**src/rtl/flash_arb_pkg.sv**
```systemverilog
// ---------------------------------------------------------------------------
// flash_arb_pkg
//
// Purpose: shared definitions for the management flash pass-thru arbiter.
//   Holds the FSM state encoding, the default timing constants, the width of
//   the deselect/restart down-counter and a small helper that turns a cycle
//   count into the value loaded into that counter.
//
// Ports: none (package).
// ---------------------------------------------------------------------------
package flash_arb_pkg;

  // Width of the shared deselect/restart down-counter; both intervals are
  // limited to 1..255 cycles so eight bits are enough.
  localparam int ARB_CNT_W = 8;

  // Default interval lengths and synchronizer depth.
  localparam int DEF_DESELECT_CYCLES = 4;
  localparam int DEF_RESTART_CYCLES  = 16;
  localparam int DEF_SYNC_STAGES     = 2;

  typedef logic [ARB_CNT_W-1:0] arb_cnt_t;

  // Ownership FSM states. Plain constants keep the encoding fixed so the
  // state register can be probed by older tooling that expects raw codes.
  typedef logic [2:0] arb_state_t;

  localparam arb_state_t ST_CORE    = 3'd0;
  localparam arb_state_t ST_DRAIN   = 3'd1;
  localparam arb_state_t ST_PASS    = 3'd2;
  localparam arb_state_t ST_DESEL   = 3'd3;
  localparam arb_state_t ST_RESTART = 3'd4;

  // Snapshot of the four pins the arbiter drives toward the flash pads.
  typedef struct packed {
    logic csb;
    logic sck;
    logic io0_do;
    logic io0_oeb;
  } flash_pins_t;

  // Pins parked while nobody owns the flash: deselected, clock low, io0
  // tristated.
  localparam flash_pins_t PINS_IDLE = '{csb: 1'b1, sck: 1'b0, io0_do: 1'b0, io0_oeb: 1'b1};

  // The counter expires on the edge where it reads zero, so an interval of
  // N cycles is realised by loading N-1.
  function automatic arb_cnt_t cycles_to_load(input int cycles);
    return arb_cnt_t'(cycles - 1);
  endfunction

endpackage

```
**src/rtl/flash_arb_sync.sv**
```systemverilog
// ---------------------------------------------------------------------------
// flash_arb_sync
//
// Purpose: multi-flop synchronizer bringing the housekeeping pass-thru
//   request into the management clock domain. Flops clear to 0 on reset so
//   the arbiter always starts with the core owning the flash.
//
// Ports:
//   clk       in   management clock
//   resetn    in   asynchronous active-low reset
//   async_in  in   signal from another clock domain
//   sync_out  out  async_in delayed by STAGES clk edges, metastability-safe
// ---------------------------------------------------------------------------
module flash_arb_sync #(
  parameter int STAGES = 2
) (
  input  logic clk,
  input  logic resetn,
  input  logic async_in,
  output logic sync_out
);

  logic [STAGES-1:0] sync_q;

  // Shift chain: the input lands in bit 0 and walks toward the top bit.
  // Only the top bit is consumed, giving the earlier stages time to settle.
  always_ff @(posedge clk or negedge resetn) begin
    if (!resetn) begin
      sync_q <= '0;
    end else begin
      sync_q <= {sync_q[STAGES-2:0], async_in};
    end
  end

  assign sync_out = sync_q[STAGES-1];

endmodule

```
**src/rtl/flash_passthru_arbiter.sv**
```systemverilog
// ---------------------------------------------------------------------------
// flash_passthru_arbiter
//
// Purpose: shares the single management flash SPI port between the CPU
//   flash controller and the housekeeping SPI pass-thru path. A pass-thru
//   request holds the CPU in reset, lets any in-flight core transfer finish,
//   then hands the pins to the external host. On release the flash is kept
//   deselected for DESELECT_CYCLES and the CPU stays held for a further
//   RESTART_CYCLES before the core regains the port. The pass-thru data
//   path is purely combinational; only ownership changes are clocked.
//
// Ports:
//   clk, resetn                 management clock, async active-low reset
//   core_csb/core_sck           chip select / clock from flash controller
//   core_io0_do/core_io0_oeb    controller MOSI and its output enable (low)
//   core_io1_di                 MISO returned to the controller (1 if not owner)
//   pt_req                      pass-thru active, asynchronous to clk
//   pt_csb/pt_sck/pt_sdi        housekeeping SPI pins
//   pt_sdo                      MISO back to housekeeping (0 if not owner)
//   flash_csb/flash_clk/flash_io0_do  to flash pads
//   flash_io0_oeb/flash_io1_oeb pad output enables, active low
//   flash_io1_di                MISO from the flash pad
//   cpu_hold                    keeps CPU and flash controller in reset
//   pt_grant                    high while pass-thru owns the pins
// ---------------------------------------------------------------------------
module flash_passthru_arbiter
  import flash_arb_pkg::*;
#(
  parameter int DESELECT_CYCLES = DEF_DESELECT_CYCLES,
  parameter int RESTART_CYCLES  = DEF_RESTART_CYCLES,
  parameter int SYNC_STAGES     = DEF_SYNC_STAGES
) (
  input  logic clk,
  input  logic resetn,
  input  logic core_csb,
  input  logic core_sck,
  input  logic core_io0_do,
  input  logic core_io0_oeb,
  output logic core_io1_di,
  input  logic pt_req,
  input  logic pt_csb,
  input  logic pt_sck,
  input  logic pt_sdi,
  output logic pt_sdo,
  output logic flash_csb,
  output logic flash_clk,
  output logic flash_io0_do,
  output logic flash_io0_oeb,
  output logic flash_io1_oeb,
  input  logic flash_io1_di,
  output logic cpu_hold,
  output logic pt_grant
);

  logic        req_s;
  arb_state_t  state_q;
  arb_state_t  state_d;
  arb_cnt_t    cnt_q;
  arb_cnt_t    cnt_d;
  flash_pins_t core_pins;
  flash_pins_t pt_pins;
  flash_pins_t pins_out;

  flash_arb_sync #(
    .STAGES (SYNC_STAGES)
  ) u_req_sync (
    .clk      (clk),
    .resetn   (resetn),
    .async_in (pt_req),
    .sync_out (req_s)
  );

  // Next-state and counter logic. DRAIN waits for the controller to drop
  // chip select so a core transfer is never cut mid-frame. DESEL ignores a
  // new request on purpose: the flash must see its full deselect time
  // before anyone drives it again. RESTART, by contrast, may hand straight
  // back to pass-thru because the CPU is still held and the flash is idle.
  always_comb begin
    state_d = state_q;
    cnt_d   = cnt_q;
    case (state_q)
      ST_CORE: begin
        if (req_s) begin
          state_d = ST_DRAIN;
        end
      end
      ST_DRAIN: begin
        if (core_csb) begin
          state_d = ST_PASS;
        end
      end
      ST_PASS: begin
        if (!req_s) begin
          state_d = ST_DESEL;
          cnt_d   = cycles_to_load(DESELECT_CYCLES);
        end
      end
      ST_DESEL: begin
        if (cnt_q == '0) begin
          state_d = ST_RESTART;
          cnt_d   = cycles_to_load(RESTART_CYCLES);
        end else begin
          cnt_d = cnt_q - 1'b1;
        end
      end
      ST_RESTART: begin
        if (req_s) begin
          state_d = ST_PASS;
          cnt_d   = '0;
        end else if (cnt_q == '0) begin
          state_d = ST_CORE;
        end else begin
          cnt_d = cnt_q - 1'b1;
        end
      end
      default: begin
        state_d = ST_CORE;
        cnt_d   = '0;
      end
    endcase
  end

  // State and counter registers. Reset returns ownership to the core at
  // once, which aborts any pass-thru transfer that was in progress.
  always_ff @(posedge clk or negedge resetn) begin
    if (!resetn) begin
      state_q <= ST_CORE;
      cnt_q   <= '0;
    end else begin
      state_q <= state_d;
      cnt_q   <= cnt_d;
    end
  end

  assign core_pins = '{csb: core_csb, sck: core_sck, io0_do: core_io0_do, io0_oeb: core_io0_oeb};
  assign pt_pins   = '{csb: pt_csb, sck: pt_sck, io0_do: pt_sdi, io0_oeb: 1'b0};

  // Pin steering. The core keeps the pins through DRAIN so its last
  // transfer completes cleanly; pass-thru gets them only in PASS. In the
  // DESEL/RESTART gap the pins are parked and both MISO returns are held at
  // their inactive levels so neither master sees stray flash data.
  always_comb begin
    pins_out    = PINS_IDLE;
    core_io1_di = 1'b1;
    pt_sdo      = 1'b0;
    case (state_q)
      ST_CORE, ST_DRAIN: begin
        pins_out    = core_pins;
        core_io1_di = flash_io1_di;
      end
      ST_PASS: begin
        pins_out = pt_pins;
        pt_sdo   = flash_io1_di;
      end
      default: begin
        pins_out = PINS_IDLE;
      end
    endcase
  end

  assign flash_csb     = pins_out.csb;
  assign flash_clk     = pins_out.sck;
  assign flash_io0_do  = pins_out.io0_do;
  assign flash_io0_oeb = pins_out.io0_oeb;
  assign flash_io1_oeb = 1'b1;

  assign cpu_hold = (state_q != ST_CORE);
  assign pt_grant = (state_q == ST_PASS);

endmodule

```
**config.mk**
```make
export PLATFORM = sky130hd
export DESIGN_NAME = flash_passthru_arbiter
export DESIGN_NICKNAME = d
export VERILOG_FILES = /design/src/rtl/flash_arb_pkg.sv /design/src/rtl/flash_arb_sync.sv /design/src/rtl/flash_passthru_arbiter.sv
export SDC_FILE = /design/constraint.sdc
export NUM_CORES = 1
export LEC_CHECK = 0
export ABC_AREA = 1
export BUFFER_PORTS_ARGS = -buffer_cell sky130_fd_sc_hd__clkbuf_2
export CAP_MARGIN = 40
export CORE_MARGIN = 4
export CORE_UTILIZATION = 50
export CTS_BUF_LIST = sky130_fd_sc_hd__clkbuf_2
export DETAILED_ROUTE_END_ITERATION = 10
export PLACE_DENSITY = 0.82
export SLEW_MARGIN = 15
export SYNTH_ARGS = -nofsm -noshare
export SYNTH_HDL_FRONTEND = slang
export SYNTH_SLANG_ARGS = --single-unit
```
**constraint.sdc**
```tcl
create_clock -name clk -period 1.5 [get_ports clk]
set_clock_uncertainty 0.2 [all_clocks]
set_input_delay 0.225 -clock clk [delete_from_list [all_inputs] [get_ports clk]]
set_output_delay 0.225 -clock clk [all_outputs]
set_load 0.005 [all_outputs]
```
# Word-level counts from Yosys, hierarchy flattened
# Index checks and enable logic that the tools add are counted.
word_totals:
  register_bits: 13
  output_inout_bits: 9
  elab_cells: 36
classes:
  n_addsub: 1
  n_eq_ne: 10
  muxes: 15
  bitwise: 1
  n_reduce_logical: 6
op_table:
  columns: ["op", "count"]
  rows:
  - ["$mux W8", 4]
  - ["$pmux W8 S4", 1]
  - ["$mux W3", 6]
  - ["$pmux W3 S5", 1]
  - ["$logic_not A8 Y1", 1]
  - ["$pmux W4 S2", 1]
  - ["$sub A8 B1 Y8 const B", 1]
  - ["$eq A3 B2 Y1 const B", 2]
  - ["$ne A2 B2 Y1 const B", 3]
  - ["$ne A3 B2 Y1 const B", 2]
  - ["$reduce_and A5 Y1", 1]
  - ["$eq A3 B1 Y1 const B", 1]
  - ["$eq A3 B3 Y1 const B", 1]
  - ["$logic_not A3 Y1", 1]
  - ["$reduce_and A3 Y1", 1]
  - ["$reduce_bool A3 Y1", 1]
  - ["$mux W1", 2]
  - ["$ne A2 B1 Y1 const B", 1]
  - ["$reduce_or A2 Y1", 1]
  - ["$not A1 Y1", 1]

# Depth between registers and ports, before layout
# Gate-level depths: netlist of the first run.
depth:
  ltp_word: 4
  mapped_depth: 10

# Cells and area by module
# From an unflattened synthesis of the first run, not the netlist that was laid out.
unflattened:
  hier_cells: 127
  area_unflattened_um2: 915.9
by_module_without_submodules:
  columns: ["module", "instances", "cells_per_inst", "area_each_um2"]
  rows:
  - ["flash_passthru_arbiter", 1, 125, 865.8]
  - ["flash_arb_sync", 1, 2, 50.0]

# Worst setup path after synthesis of the first run
# No wires, ideal clock.
synth_timing:
  path_type: "flip-flop to flip-flop"
  start: "register cnt_q[0]"
  end: "register state_q[2]"
  setup_ns: 0.117
  arrival_time_ns: 1.229
  required_ns: 1.183
  slack_ns: -0.047
  stages_incl_launch_ff: 8
  n_path_buf: 0
  period_less_slack_ns: 1.547
  path_cell_list: "dfrtp_1 > inv_1 > ha_1 > nand2_1 > o21ai_2 > nand3_2 > nand2_1 > nand2_1"
synth_between:
  elab_chain_cells: 3
  elab_cells_between_ends: 4
  cone_classes: "eq/ne: 2; reduce/logical: 2"
synth_lines:
  columns: ["element", "line", "text"]
  rows:
  - ["from (decl)", "flash_passthru_arbiter.sv:58", "arb_cnt_t cnt_q;"]
  - ["from (signal assigned)", "flash_passthru_arbiter.sv:131", "cnt_q <= cnt_d;"]
  - ["$logic_not A8 Y1 (*)", "flash_passthru_arbiter.sv:99, flash_passthru_arbiter.sv:110", null]
  - ["$ne A3 B2 Y1 (no source line) / $ne A2 B2 Y1 (equally long branches)", null, null]
  - ["$reduce_and A5 Y1 (no source line) (*)", null, null]
  - ["to (signal assigned)", "flash_passthru_arbiter.sv:130", "state_q <= state_d;"]
  - ["to (decl)", "flash_passthru_arbiter.sv:56", "arb_state_t state_q;"]
# Mark *: on every way between the ends. The rest lies on a longest branch, timed or not.
# A chain may end at the register's enable or synchronous reset.

# Final worst setup path of the first run
layout_timing:
  start: "register state_q[2]"
  end: "output flash_csb"
layout_between:
  elab_chain_cells: 3
  elab_cells_between_ends: 5
  cone_classes: "eq/ne: 2; mux: 1; reduce/logical: 2"
layout_lines:
  columns: ["element", "line", "text"]
  rows:
  - ["$eq A3 B1 Y1 / $logic_not A3 Y1 (equally long branches)", "flash_passthru_arbiter.sv:146", "case (state_q)"]
  - ["$reduce_or A2 Y1 (no source line)", null, null]
  - ["$pmux W4 S2 (*)", "flash_passthru_arbiter.sv:146", null]
  - ["to (decl)", "flash_passthru_arbiter.sv:45", "output logic flash_csb,"]
# Marks and branches as above.

==> results by group, run 1 <==
Run status
  • Status: finished with violations
  • Failing checks: setup timing

Setup path
  • Crit path capture type: output port
  • Buffers & Inverters on Critical Path: 2
  • CP required: 1070 ps
  • Worst path top cell family by delay: flip-flops
  • CP max FO: 6
  • Crit path depth: 5
  • Critical path type: reg2out
  • Reg2Reg Depth: 6
  • Reg2reg setup slack: -170 ps
  • CP arrival: 1360 ps
  • Reg2reg end: state_q[2]
  • Slowest cell delay on critical path: 480 ps
  • Worst Setup Start Kind: flop
  • CP Cell Sequence: nor2_4 > inv_2 > nand2_2 > o211ai_1 > buf_2
  • FF-to-FF Start: cnt_q[2]
  • Slowest CP cell: dfrtp_2

Yosys
  • Syn_area_per_cell: 6.79 µm²
  • Synth Area in Simple Gates: 42.3%
  • Largest family of logic cells by synthesized area: simple AND/OR/NAND/NOR gates
  • Yosys warns: 0
  • Post-synth EDFFs: 0
  • Top FF cell, synth: dfrtp_1
  • Synth Register Bits: 13
  • XOR/XNOR Fraction of Synth Area: 1.87%
  • Area leader, netlist: dfrtp_1
  • Mapped Cells: 138
  • Post-Synth Adder-Cell Area: 1.34%
  • Synth top area cells: dfrtp_1, nand2_1, nand3_1
  • Syn nets: 150
  • Area of the mapped netlist: 937 µm²
  • Yosys top cell area share: 34.7%
  • Register area share after synthesis: 34.7%
  • Most frequent cell after synthesis: nand2_1
  • Synth Area in Compound Gates: 8.14%
  • Post-synth cell types: 27
  • Mux share of post-synthesis cell area: 0%
  • Post-synth ARST share: 100%
  • Commonest cells post-synth: nand2_1, inv_1, nor2_1

Detailed routing
  • DR pass1 iterations: 6
  • Post-Route WL: 3310 µm
  • Routed len/inst: 15.8 µm
  • DR iter-0 viols: 49
  • Final ANT Viol Nets: 0
  • DR DRC count: 0
  • DR vias: 1,171
  • Via density: 5.60

Die
  • Die Span Y: 51.3 µm
  • # rows: 15
  • Die Wd: 51.3 µm
  • Num ports: 20
  • Starting Density: 53.7%
  • Die Area: 2630 µm²
  • Core box area: 1750 µm²

STA
  • Period utilisation layout: 119%
  • Setup_tns: -3340 ps
  • RSZ-0062 raised after global routing: yes
  • Final worst path period need: 1790 ps
  • Hold Vio Cnt, Final: 0
  • Final setup margin: -289 ps
  • Hold slack: 155 ps
  • Setup Viol. Count Final: 19
  • Pins Over Slew Limit: 0
  • Achievable frequency: 0.559 GHz

Cells and area
  • Final #Nets: 197
  • Fin util: 83.9%
  • Fraction of layout instances using a drive strength above 1: 53.3%
  • Area delta synth->final: 56.3%
  • Post-route cell area: 1470 µm²
  • Diode count: 0

Pwr
  • Pwr Total: 3.41 mW
  • Pwr dens: 2330 nW/µm²
  • Pleak: 0.797 nW
  • Max IR drop VDD: 0.00136 V

Clock network
  • Clock transition at the registers of the reported paths: 140 ps
  • Clk buf depth: 2
  • Clock root cell: clkbuf_2
  • Clock Sinks: 13
  • H-tree levels: 1
  • Clock Latency Late Sink: 280 ps
  • Total clock buffers created by CTS: 3
  • TritonCTS clock tree: built

Global route
  • Initial antenna violation count: 0
  • Global-route wire length before repair: 5220 µm
  • Largest net degree at the start of global routing: 14
  • Vias in the first global route: 1,163
  • Final global-route overflow total: 0
  • Total GRT Usage: 26.8%

Place
  • Hpwl dp: 1910 µm
  • Placed inst area: 1180 µm²
  • Gpl congestion: 0.889
  • IO Port Bufs: 18

Hold path
  • Hold WC Path Type: in2async

Run
  • Max capacitance violation total: 0
==> where the power goes <==
group | leakage (nW) | internal [mW] | switching, mW
sequential | 0.165 | 0.471 | 0.114
clock | 0.0166 | 0.0707 | 0.125
combinational | 0.615 | 1.16 | 1.47
==> registers in the layout, indices dropped and copies added (netlist names) <==
name / count
u_req_sync.sync_q: 2
state_q: 3
cnt_q: 8
==> stage by stage <==
stage                     worst slack [ps]  std cells
after CTS                             -245        206
after global placement               -24.7        194
final                                 -289        209
after detailed placement              -108        194
after global routing                  -357        209
after floorplan                       5.44        138
==> how the worst max path moves through the flow <==
stage | startpoint | endpoint | slack (ps)
after floorplan | cnt_q[0] | cnt_q[2] | 5
after global placement | state_q[2] | flash_csb | -20
after detailed placement | state_q[2] | flash_csb | -110
after CTS | state_q[1] | flash_csb | -240
after global routing | state_q[1] | flash_csb | -360
final | state_q[2] | flash_csb | -290
==> cell usage in the layout, fill, tap and decap left out, types with 7 or more instances in the layout <==
| cell | instances |
|---|---|
| buf_4 | 18 |
| nand2_2 | 9 |
| nand2_4 | 7 |
| buf_6 | 8 |
| clkbuf_2 | 18 |
| nand3_1 | 10 |
| inv_2 | 7 |
| nor2_1 | 10 |
| dfrtp_1 | 10 |
| nand2_1 | 28 |
| inv_1 | 12 |
==> layer usage <==
metal,global-route usage (%),part of all wire [%]
met5,0,0
met3,4.96,7.4
met1,30.8,37
met4,18.8,7.8
met2,44.4,48
==> logic make-up (layout without fill, tap and decap cells) <==
logic type,count (synthesis),in the layout
flops,13,13
other cells,1,1
compound gates,12,12
xor+xnor,2,2
simple gates,84,84
buf+inv,25,71
fa+ha+maj,1,1
==> final cells by class <==
class | count | area (µm²)
inverter | 22 | 97.6
multi-input combinational | 100 | 642
clock buffer | 4 | 20.0
tap | 25 | 31.3
sequential | 13 | 329
fill | 93 | 280
timing repair buffer | 45 | 345
==> worst reg2reg max path: stages, from the launching register on <==
cell     delay (ps)
dfrtp_1         430
nor2_1          260
nand2_4         130
o21ai_4         260
nand3_2         130
nand2_1          90
nand2_1          60
==> repair_timing <==
action / in CTS / in global routing
pin swaps: 15 / 8
resized for setup: 37 / 19
setup buffers: 6 / 4
hold buffers: 2 / 0
endpoints found under the hold margin: 14 / 0
setup endpoints to repair: 19 / 19
Power figures use the tool's default switching activity.
==> inputs of run 2 (changes only) <==
RECOVER_POWER = 25   (was default)
clock period = 1.4 ns   (was 1.5 ns; I/O delays follow)
==> run 2 against run 1 <==
Effect of this change: the flow still finishes with violations (setup timing); critical path depth unchanged; global-route usage down 2.6 points; count of clock-buffer cells in the layout unchanged; flip-flop and latch count unchanged; design area up 0.51%; routed wire length up 3.5%; via count up 0.77%; power up 5.7%; sequential share of layout area down 0.20 points; largest cell class unchanged; highest routed layer unchanged.
==> results by group, run 2 (synthesis gave the netlist of run 1 again) <==
Cells and area
  • Most common cell after layout, fill and taps aside: nand2_1
  • Top Registers: cnt_q: 8 flops, state_q: 3 flops, u_req_sync.sync_q: 2 flops
  • Max reg flops: 8
  • Diode count: 0
  • Fraction of layout instances using a drive strength above 1: 49.5%
  • Commonest cells after routing, fill and taps aside: nand2_1, buf_4, clkbuf_2
  • Post-route cell area: 1470 µm²
  • Reg with most FFs: cnt_q
  • Area delta synth->final: 57.1%
  • Final #Nets: 203

Place
  • IO Port Bufs: 18
  • Placed inst area: 1200 µm²
  • Gpl congestion: 0.881
  • Setup WS pre-CTS: -173 ps
  • Hpwl dp: 1800 µm

Global route
  • Final global-route overflow total: 0
  • Largest net degree at the start of global routing: 14
  • Total GRT Usage: 24.2%
  • Vias in the first global route: 1,035
  • Global-route wire length before repair: 4620 µm
  • Initial antenna violation count: 0

STA
  • Setup Viol. Count Final: 19
  • Final setup margin: -464 ps
  • Period utilisation layout: 133%
  • Hold Vio Cnt, Final: 0
  • Max-slew headroom: 50.3%
  • Setup_tns: -6650 ps
  • Hold slack: 167 ps
  • Achievable frequency: 0.537 GHz
  • Pins Over Slew Limit: 0
  • Final worst path period need: 1860 ps
  • RSZ-0062 raised after global routing: yes
  • Worst-Margin Slew: 746 ps

Die
  • Die Wd: 51.3 µm
  • Core box area: 1750 µm²
  • Starting Density: 53.7%
  • Die Area: 2630 µm²
  • Die Span Y: 51.3 µm
  • # rows: 15
  • Num ports: 20

Detailed routing
  • Post-Route WL: 3420 µm
  • DR DRC count: 0
  • DR iter-0 viols: 85
  • DR pass1 iterations: 4
  • Final ANT Viol Nets: 0
  • Via density: 5.49
  • Routed len/inst: 15.9 µm
  • DR vias: 1,180

Pwr
  • Pwr dens: 2450 nW/µm²
  • Pwr Total: 3.61 mW
  • Pleak: 0.813 nW
  • Max IR drop VDD: 0.00149 V

Setup path
  • CP required: 990 ps
  • Critical path type: reg2out
  • CP max FO: 4
  • Worst path top cell family by delay: flip-flops
  • CP Cell Sequence: buf_6 > nor2_4 > inv_2 > o211ai_1 > buf_2
  • Buffers & Inverters on Critical Path: 3
  • CP arrival: 1450 ps
  • Slowest CP cell: dfrtp_2
  • Slowest cell delay on critical path: 480 ps
  • Worst Setup Start Kind: flop
  • Crit path capture type: output port

Clock network
  • Total clock buffers created by CTS: 3
  • Clk buf depth: 2
  • Clock Latency Late Sink: 300 ps
  • Clock root cell: clkbuf_2
  • Clock transition at the registers of the reported paths: 150 ps
  • TritonCTS clock tree: built
  • Clock Sinks: 13
  • H-tree levels: 1

Run
  • Max capacitance violation total: 0

Run status
  • Status: finished with violations
  • Failing checks: setup timing

Hold path
  • Hold WC Path Type: reg2reg
## run 2: worst register-to-register path: cells and delay by family (launching register included)
family / cells / cell delay, ps
flip-flops: 1 / 480
buffers and inverters: 5 / 500
AND/OR/NAND/NOR: 6 / 540
## run 2: layer usage
metal  vias up  track usage, %  wire length, µm
li1        536               -                -
met1       547            28.0             1320
met2        76            42.7             1680
met3        21            3.79              241
met4         0            12.2              174
met5         -               0                0
## run 2: worst paths after layout
check	from	end	slack, ps	cells after the start
min in group asynchronous	resetn	cnt_q[5]	260	2
hold / removal	u_req_sync.sync_q[0]	u_req_sync.sync_q[1]	170	0
setup reg to reg	state_q[2]	state_q[2]	-370	11
hold reg to reg	u_req_sync.sync_q[0]	u_req_sync.sync_q[1]	170	0
max in group asynchronous	resetn	state_q[1]	230	2
setup / recovery	state_q[2]	flash_csb	-460	5
## run 2: cell type report
| cell class | count | area (µm²) |
|---|---|---|
| tap | 25 | 31.3 |
| sequential | 13 | 328 |
| multi-input combinational | 100 | 618 |
| clock buffer | 4 | 20.0 |
| fill | 91 | 273 |
| timing repair buffer | 51 | 378 |
| inverter | 22 | 97.6 |
## run 2: power breakdown
group,switching (mW),internal [mW],leakage (nW),total [mW]
Sequential,0.147,0.501,0.166,0.647
Clock,0.152,0.0757,0.0166,0.228
Combinational,1.50,1.23,0.631,2.74
Total,1.80,1.81,0.813,3.61
## run 2: stage by stage
stage                     util, %  instances
after detailed placement     68.7        196
final                        84.4        215
after global routing         84.4        215
after CTS                    80.1        212
after global placement       68.7        196
after floorplan                 -        138
## run 2: repair_timing
action | CTS | global route
hold buffers | 2 | 0
resized for setup | 24 | 16
setup buffers | 10 | 4
pin swaps | 12 | 5
endpoints found under the hold margin | 14 | 0
endpoints found under the setup margin | 19 | 19
